===== src/rtl/fetch_ifid_if.sv =====
// Instruction-memory bus between the fetch stage and instruction memory.
//   imem_rd    : fetch request, held with a stable imem_addr until imem_done
//   imem_addr  : 16-bit fetch address
//   imem_rdata : 16-bit instruction word, valid while imem_done=1
//   imem_done  : access complete (same cycle as imem_rd or later)
// master = fetch stage, slave = instruction memory.
interface fetch_ifid_if;
  logic        imem_rd;
  logic [15:0] imem_addr;
  logic [15:0] imem_rdata;
  logic        imem_done;

  modport master (
    output imem_rd,
    output imem_addr,
    input  imem_rdata,
    input  imem_done
  );

  modport slave (
    input  imem_rd,
    input  imem_addr,
    output imem_rdata,
    output imem_done
  );
endinterface


===== src/rtl/fetch_ifid.sv =====
// Fetch stage with IF/ID pipeline register and a one-entry skid buffer.
// Issues requests on the instruction-memory bus, absorbs one returned word
// while decode is stalled, flushes on redirect (draining any in-flight access
// whose data must be thrown away) and stops fetching after a HALT opcode.
// Ports:
//   clk, rst      : single rising-edge clock, asynchronous active-high reset
//   stall         : hold IF/ID and PC (hazard unit)
//   redirect      : taken branch/jump from a later stage, redirect_pc = target
//   imem          : instruction-memory bus (master side)
//   instr_out     : IF/ID instruction
//   nextPC_out    : IF/ID PC+2 of instr_out
//   valid_out     : instr_out is a real fetched instruction
//   halted        : fetch stopped after HALT
module fetch_ifid #(
  parameter logic [15:0] RESET_PC  = 16'h0000,
  parameter logic [15:0] NOP_INSTR = 16'b00001_00000000000
) (
  input  logic         clk,
  input  logic         rst,
  input  logic         stall,
  input  logic         redirect,
  input  logic [15:0]  redirect_pc,
  fetch_ifid_if.master imem,
  output logic [15:0]  instr_out,
  output logic [15:0]  nextPC_out,
  output logic         valid_out,
  output logic         halted
);

  typedef enum logic [1:0] {
    ST_FETCH = 2'd0,
    ST_WAIT  = 2'd1,
    ST_DRAIN = 2'd2,
    ST_HALT  = 2'd3
  } state_e;

  state_e      state_q, state_d;
  logic [15:0] pc_q, pc_d;
  logic [15:0] drain_addr_q, drain_addr_d;
  logic        buf_valid_q, buf_valid_d;
  logic [15:0] buf_instr_q, buf_instr_d;
  logic [15:0] buf_npc_q, buf_npc_d;
  logic [15:0] instr_q, instr_d;
  logic [15:0] nextpc_q, nextpc_d;
  logic        valid_q, valid_d;

  logic        req;
  logic [15:0] req_addr;
  logic        accept;
  logic [15:0] pc_plus2;

  // NOTE: every signal written here gets a default first, so no path leaves
  // it unassigned and no latch is inferred.
  always_comb begin
    state_d      = state_q;
    pc_d         = pc_q;
    drain_addr_d = drain_addr_q;
    buf_valid_d  = buf_valid_q;
    buf_instr_d  = buf_instr_q;
    buf_npc_d    = buf_npc_q;
    instr_d      = instr_q;
    nextpc_d     = nextpc_q;
    valid_d      = valid_q;
    req          = 1'b0;
    req_addr     = pc_q;
    pc_plus2     = pc_q + 16'd2;

    // Request generation: FETCH only asks when the skid buffer has room.
    unique case (state_q)
      ST_FETCH: req = !buf_valid_q;
      ST_WAIT:  req = 1'b1;
      ST_DRAIN: begin
        req      = 1'b1;
        req_addr = drain_addr_q;
      end
      ST_HALT:  req = 1'b0;
      default:  req = 1'b0;
    endcase

    // A returned word is kept only for a live (non-drain) access and only if
    // no redirect arrives in the same cycle.
    accept = req && imem.imem_done && (state_q != ST_DRAIN) && !redirect;

    // Next state. An access already on the bus must run to completion with a
    // stable address, so a redirect that lands while one is pending (FETCH
    // that just issued, or WAIT) parks in DRAIN on the old address.
    unique case (state_q)
      ST_FETCH, ST_WAIT: begin
        if (req) begin
          if (imem.imem_done) begin
            state_d = ST_FETCH;
          end else if (redirect) begin
            state_d      = ST_DRAIN;
            drain_addr_d = pc_q;
          end else begin
            state_d = ST_WAIT;
          end
        end
      end
      ST_DRAIN: if (imem.imem_done) state_d = ST_FETCH;
      ST_HALT:  if (redirect) state_d = ST_FETCH;
      default:  state_d = ST_FETCH;
    endcase

    // PC: redirect wins, otherwise advance by one word per accepted fetch.
    if (redirect) begin
      pc_d = redirect_pc;
    end else if (accept) begin
      pc_d = pc_plus2;
    end

    // IF/ID and skid buffer.
    if (redirect) begin
      instr_d     = NOP_INSTR;
      valid_d     = 1'b0;
      buf_valid_d = 1'b0;
    end else if (!stall) begin
      if (buf_valid_q) begin
        instr_d     = buf_instr_q;
        nextpc_d    = buf_npc_q;
        valid_d     = 1'b1;
        buf_valid_d = 1'b0;
      end else if (accept) begin
        instr_d  = imem.imem_rdata;
        nextpc_d = pc_plus2;
        valid_d  = 1'b1;
      end else begin
        instr_d = NOP_INSTR;
        valid_d = 1'b0;
      end
      // A real HALT word entering decode stops fetching from the next cycle.
      if (valid_d && (instr_d[15:11] == 5'b00000)) begin
        state_d = ST_HALT;
      end
    end else if (accept) begin
      buf_valid_d = 1'b1;
      buf_instr_d = imem.imem_rdata;
      buf_npc_d   = pc_plus2;
    end
  end

  // NOTE: non-blocking assignments in clocked blocks so every flop samples
  // the pre-edge values regardless of statement order.
  always_ff @(posedge clk or posedge rst) begin
    if (rst) begin
      state_q      <= ST_FETCH;
      pc_q         <= RESET_PC;
      drain_addr_q <= RESET_PC;
      buf_valid_q  <= 1'b0;
      instr_q      <= NOP_INSTR;
      nextpc_q     <= 16'h0000;
      valid_q      <= 1'b0;
    end else begin
      state_q      <= state_d;
      pc_q         <= pc_d;
      drain_addr_q <= drain_addr_d;
      buf_valid_q  <= buf_valid_d;
      instr_q      <= instr_d;
      nextpc_q     <= nextpc_d;
      valid_q      <= valid_d;
    end
  end

  // NOTE: the skid payload is not reset; buf_valid_q alone says whether it
  // holds anything, so its contents after reset are never observed.
  always_ff @(posedge clk) begin
    buf_instr_q <= buf_instr_d;
    buf_npc_q   <= buf_npc_d;
  end

  // No request may leave the block while reset is held.
  assign imem.imem_rd   = req && !rst;
  assign imem.imem_addr = req_addr;

  assign instr_out  = instr_q;
  assign nextPC_out = nextpc_q;
  assign valid_out  = valid_q;
  assign halted     = (state_q == ST_HALT);

endmodule

===== src/flat_wrapper.sv =====
// flat-port wrapper written by rule: the top's interface ports become plain ports
module fetch_ifid_flat 
#(
  parameter logic [15:0] RESET_PC  = 16'h0000,
  parameter logic [15:0] NOP_INSTR = 16'b00001_00000000000
)
  (clk, rst, stall, redirect, redirect_pc, instr_out, nextPC_out, valid_out, halted, imem_imem_rd, imem_imem_addr, imem_imem_rdata, imem_imem_done);
  fetch_ifid_if imem_i ();
  input  logic clk;
  input  logic rst;
  input  logic stall;
  input  logic redirect;
  input  logic [15:0] redirect_pc;
  output logic [15:0] instr_out;
  output logic [15:0] nextPC_out;
  output logic valid_out;
  output logic halted;
  output wire logic [$bits(imem_i.imem_rd)-1:0] imem_imem_rd;
  output wire logic [$bits(imem_i.imem_addr)-1:0] imem_imem_addr;
  input wire logic [$bits(imem_i.imem_rdata)-1:0] imem_imem_rdata;
  input wire logic [$bits(imem_i.imem_done)-1:0] imem_imem_done;
  assign imem_imem_rd = imem_i.imem_rd;
  assign imem_imem_addr = imem_i.imem_addr;
  assign imem_i.imem_rdata = imem_imem_rdata;
  assign imem_i.imem_done = imem_imem_done;
  fetch_ifid #(.RESET_PC(RESET_PC), .NOP_INSTR(NOP_INSTR)) u_core (.clk(clk), .rst(rst), .stall(stall), .redirect(redirect), .redirect_pc(redirect_pc), .imem(imem_i), .instr_out(instr_out), .nextPC_out(nextPC_out), .valid_out(valid_out), .halted(halted));
endmodule

===== config.mk =====
export PLATFORM = sky130hd
export DESIGN_NAME = fetch_ifid_flat
export DESIGN_NICKNAME = d
export VERILOG_FILES = /design/src/rtl/fetch_ifid_if.sv /design/src/rtl/fetch_ifid.sv /design/src/flat_wrapper.sv
export SDC_FILE = /design/constraint.sdc
export NUM_CORES = 1
export LEC_CHECK = 0
export CAP_MARGIN = 15
export CORE_MARGIN = 2
export CORE_UTILIZATION = 48
export CTS_CLUSTER_SIZE = 16
export DETAILED_ROUTE_END_ITERATION = 10
export HOLD_SLACK_MARGIN = 0.06
export PLACE_DENSITY = 0.77
export SETUP_SLACK_MARGIN = 0.3
export SLEW_MARGIN = 20
export SYNTH_ARGS = -nofsm -noshare
export SYNTH_HDL_FRONTEND = slang
export SYNTH_SLANG_ARGS = --single-unit

===== constraint.sdc =====
create_clock -name clk -period 2.8 [get_ports clk]
set_input_delay 0.28 -clock clk [delete_from_list [all_inputs] [get_ports clk]]
set_output_delay 0.28 -clock clk [all_outputs]
set_load 0.03 [all_outputs]

==> summary.txt <==
ANT cells: 0
IR drop worst, VDD: 0.565 mV
Vias: 3756
Fin Setup TNS: 0 ns
Count leader, synth: dfrtp_1
Share of layout cells above drive strength 1: 0.170
Cell area after synthesis: 4970 sq um
RSZ-0062 raised after global routing: false
Hold crit path type: input pin to async pin
Post-synthesis net count: 483
Worst EP required: 2.52 ns
Vias per inst: 5.68
Critical Path End Type: output port
Synth top area cells: dfrtp_1 (34%), edfxtp_1 (19%), mux2_2 (7.7%)
Routability congestion estimate from global placement: 0.826
H-tree level count: 3
Vert. Die Dim: 106 um
Die footprint: 11200 sq um
# placed instances: 643
CTS buffer count: 9
Clk sink count: 100
Insertion delay to the later sink of the worst-skew pair: 0.37 ns
Crit-path max FO: 12
Initial DRC count: 181
Largest net degree at the start of global routing: 43
Synth top area share: 0.337
Crit path kind: flip-flop to output port
IO Count: 88
Post-synth EDFFs: 32
Critical Path Start: u_core.state_q[0]$_DFF_PP0_
Fmax: 412 MHz
RR Startpoint: u_core.state_q[0]$_DFF_PP0_
Wirelength per Cell: 17.3 um
Placeable Area: 10200 sq um
Final hold viol count: 0
Worst Max-Slew Pin Slew: 0.501 ns
Placed Area: 5930 sq um
Layout fillers: 868
Root buf cell: clkbuf_8
Final ANT Viol Nets: 0
Router iterations before antenna repair: 4
Register-to-register setup slack: 0.48 ns
Worst setup margin: 0.372 ns
Detailed Place HPWL: 7.95 mm
Total Routed Length: 11.5 mm
TritonCTS clock tree: yes
Rel. slew slack: 0.665
Cell Pwr Density: 837 nW/um^2
Initial core utilization: 0.488
Dpl ws: 0.348 ns
Max Slew Vio Count: 0
Ys Warns: 0
Setup violators final: 0
Std cell rows: 37
First-pass GRT wire length: 19.0 mm
Vias in the first global route: 3726
Yosys cell types: 56
Clk slew on worst S/H paths: 0.09 ns
Syn Inst Count: 441
Count of non-filler cells in the finished layout: 661
Commonest cells post-synth: dfrtp_1 (67), mux2_2 (34), edfxtp_1 (32)
Syn Area/Cell: 11.3 sq um
Maxcap violations: 0
Hold-fix buffers, CTS: 0
DRC viols: 0
Setup Skew: 0.00649 ns
Port bufs: 87
DIE WIDTH: 106 um
Post-synth ARST share: 0.680
Post-layout minimum cycle time: 2.43 ns
GRT overflow: 0
Final net count: 562
Clock tree buffer depth: 2
Leak pwr: 2.42 nW
CP startpoint kind: flip-flop
Overall routing resource usage: 0.214
Status: completed
Initial antenna violation count: 0
Area Overhead vs Synth: 23.5%
Post-route cell area: 6140 sq um
Area leader, netlist: dfrtp_1
Register bit count reported by yosys: 100
Sequential area share after synthesis: 0.535
Tcrit/Tclk final: 0.867
CP Data Arrival Time: 2.15 ns
Top FF cell, synth: dfrtp_1
metrics by stage:
step | util | total power [W] | hold WS [ns]
6_report | 0.603 | 0.00514 | 0.278
5_1_grt | 0.603 | 0.00543 | 0.325
4_1_cts | 0.601 | 0.00515 | 0.285
3_5_place_dp | 0.582 | 0.00421 | 0.477
3_3_place_gp | 0.582 | 0.00415 | 0.465
2_1_floorplan | - | 0.00348 | 0.379
flip-flops by register name (all words and copies together), names as in the netlist:
| register | count |
|---|---|
| u_core.valid_out | 1 |
| u_core.instr_out | 16 |
| u_core.buf_npc_q | 16 |
| u_core.pc_q | 16 |
| u_core.buf_valid_q | 1 |
| u_core.nextPC_out | 16 |
| u_core.buf_instr_q | 16 |
| u_core.drain_addr_q | 16 |
| u_core.state_q | 2 |
worst max-delay path: stages, from the launching register on:
cell and delay [ns]:
dfrtp_1 0.42, inv_1 0.09, ha_1 0.29, or2_2 0.42
nand2_1 0.15, nor2_1 0.05, dlygate4sd2_1 0.35
layout make-up:
| cell class | count | area [sq um] | area share |
|---|---|---|---|
| flip-flops and latches | 100 | 2660 | 0.434 |
| repair buffers | 100 | 960 | 0.156 |
| well taps | 136 | 170 | 0.0277 |
| clock buffers | 9 | 124 | 0.0202 |
| inverters | 20 | 75.1 | 0.0122 |
| multi-input cells | 289 | 2060 | 0.335 |
| clock inverters | 7 | 91.3 | 0.0149 |
layer usage:
layer / wire length [um] / track usage / up-vias / share of wire
met5: 0 / 0 / - / 0
met4: 119 / 0.0517 / 0 / 0.010
met3: 640 / 0.0451 / 12 / 0.056
met2: 5430 / 0.335 / 110 / 0.47
met1: 5280 / 0.307 / 1861 / 0.46
li1: - / - / 1773 / -
placed cells by master, fill, tap and decap left out, types with 7 or more instances in the layout:
cell type	netlist	layout
or2_2	12	12
nor2_1	18	17
nand2_1	29	29
mux2_2	34	34
dlygate4sd2_1	0	17
o31ai_1	7	7
nor2b_1	14	14
edfxtp_1	32	32
a221oi_1	13	13
clkbuf_8	0	9
o311ai_0	8	8
buf_4	6	12
nor3_1	21	21
inv_1	18	17
nand4_1	8	8
nand3_1	14	13
dfrtp_1	67	67
clkdlybuf4s50_1	0	70
o21ai_0	24	24
mux2i_1	7	7
path summary, 6_finish.rpt:
kind / endpoint / cells after the start
setup / recovery: imem_imem_rd / 6
hold / removal: u_core.state_q[0]$_DFF_PP0_ / 2
setup reg to reg: u_core.state_q[1]$_DFF_PP0_ / 7
hold reg to reg: u_core.drain_addr_q[0]$_DFFE_PP0P_ / 1
max in group asynchronous: u_core.instr_out[11]$_DFFE_PP1N_ / 3
min in group clk: u_core.pc_q[10]$_DFFE_PP0N_ / 3
what timing repair did:
| item | CTS | global route |
|---|---|---|
| setup buffers | 0 | 2 |
| endpoints found under the setup margin | 17 | 33 |
| resized for setup | 17 | 1 |
power breakdown:
| group | total (W) | switching (W) | internal, W |
|---|---|---|---|
| Sequential | 0.00211 | 0.000240 | 0.00187 |
| Combinational | 0.00202 | 0.00116 | 0.000857 |
| Clock | 0.00101 | 0.000512 | 0.000500 |
logic make-up (layout without fill, tap and decap cells):
family | Yosys count | in the layout | synth area share
buffers and inverters | 52 | 136 | 0.0531
muxes | 43 | 43 | 0.0963
AOI/OAI and AO/OA | 82 | 82 | 0.121
xor gates and xnor gates | 11 | 11 | 0.0194
adders and majority gates | 5 | 5 | 0.0126
DFF | 100 | 100 | 0.535
and+or+nand+nor | 148 | 148 | 0.162
Power figures use the tool's default switching activity.
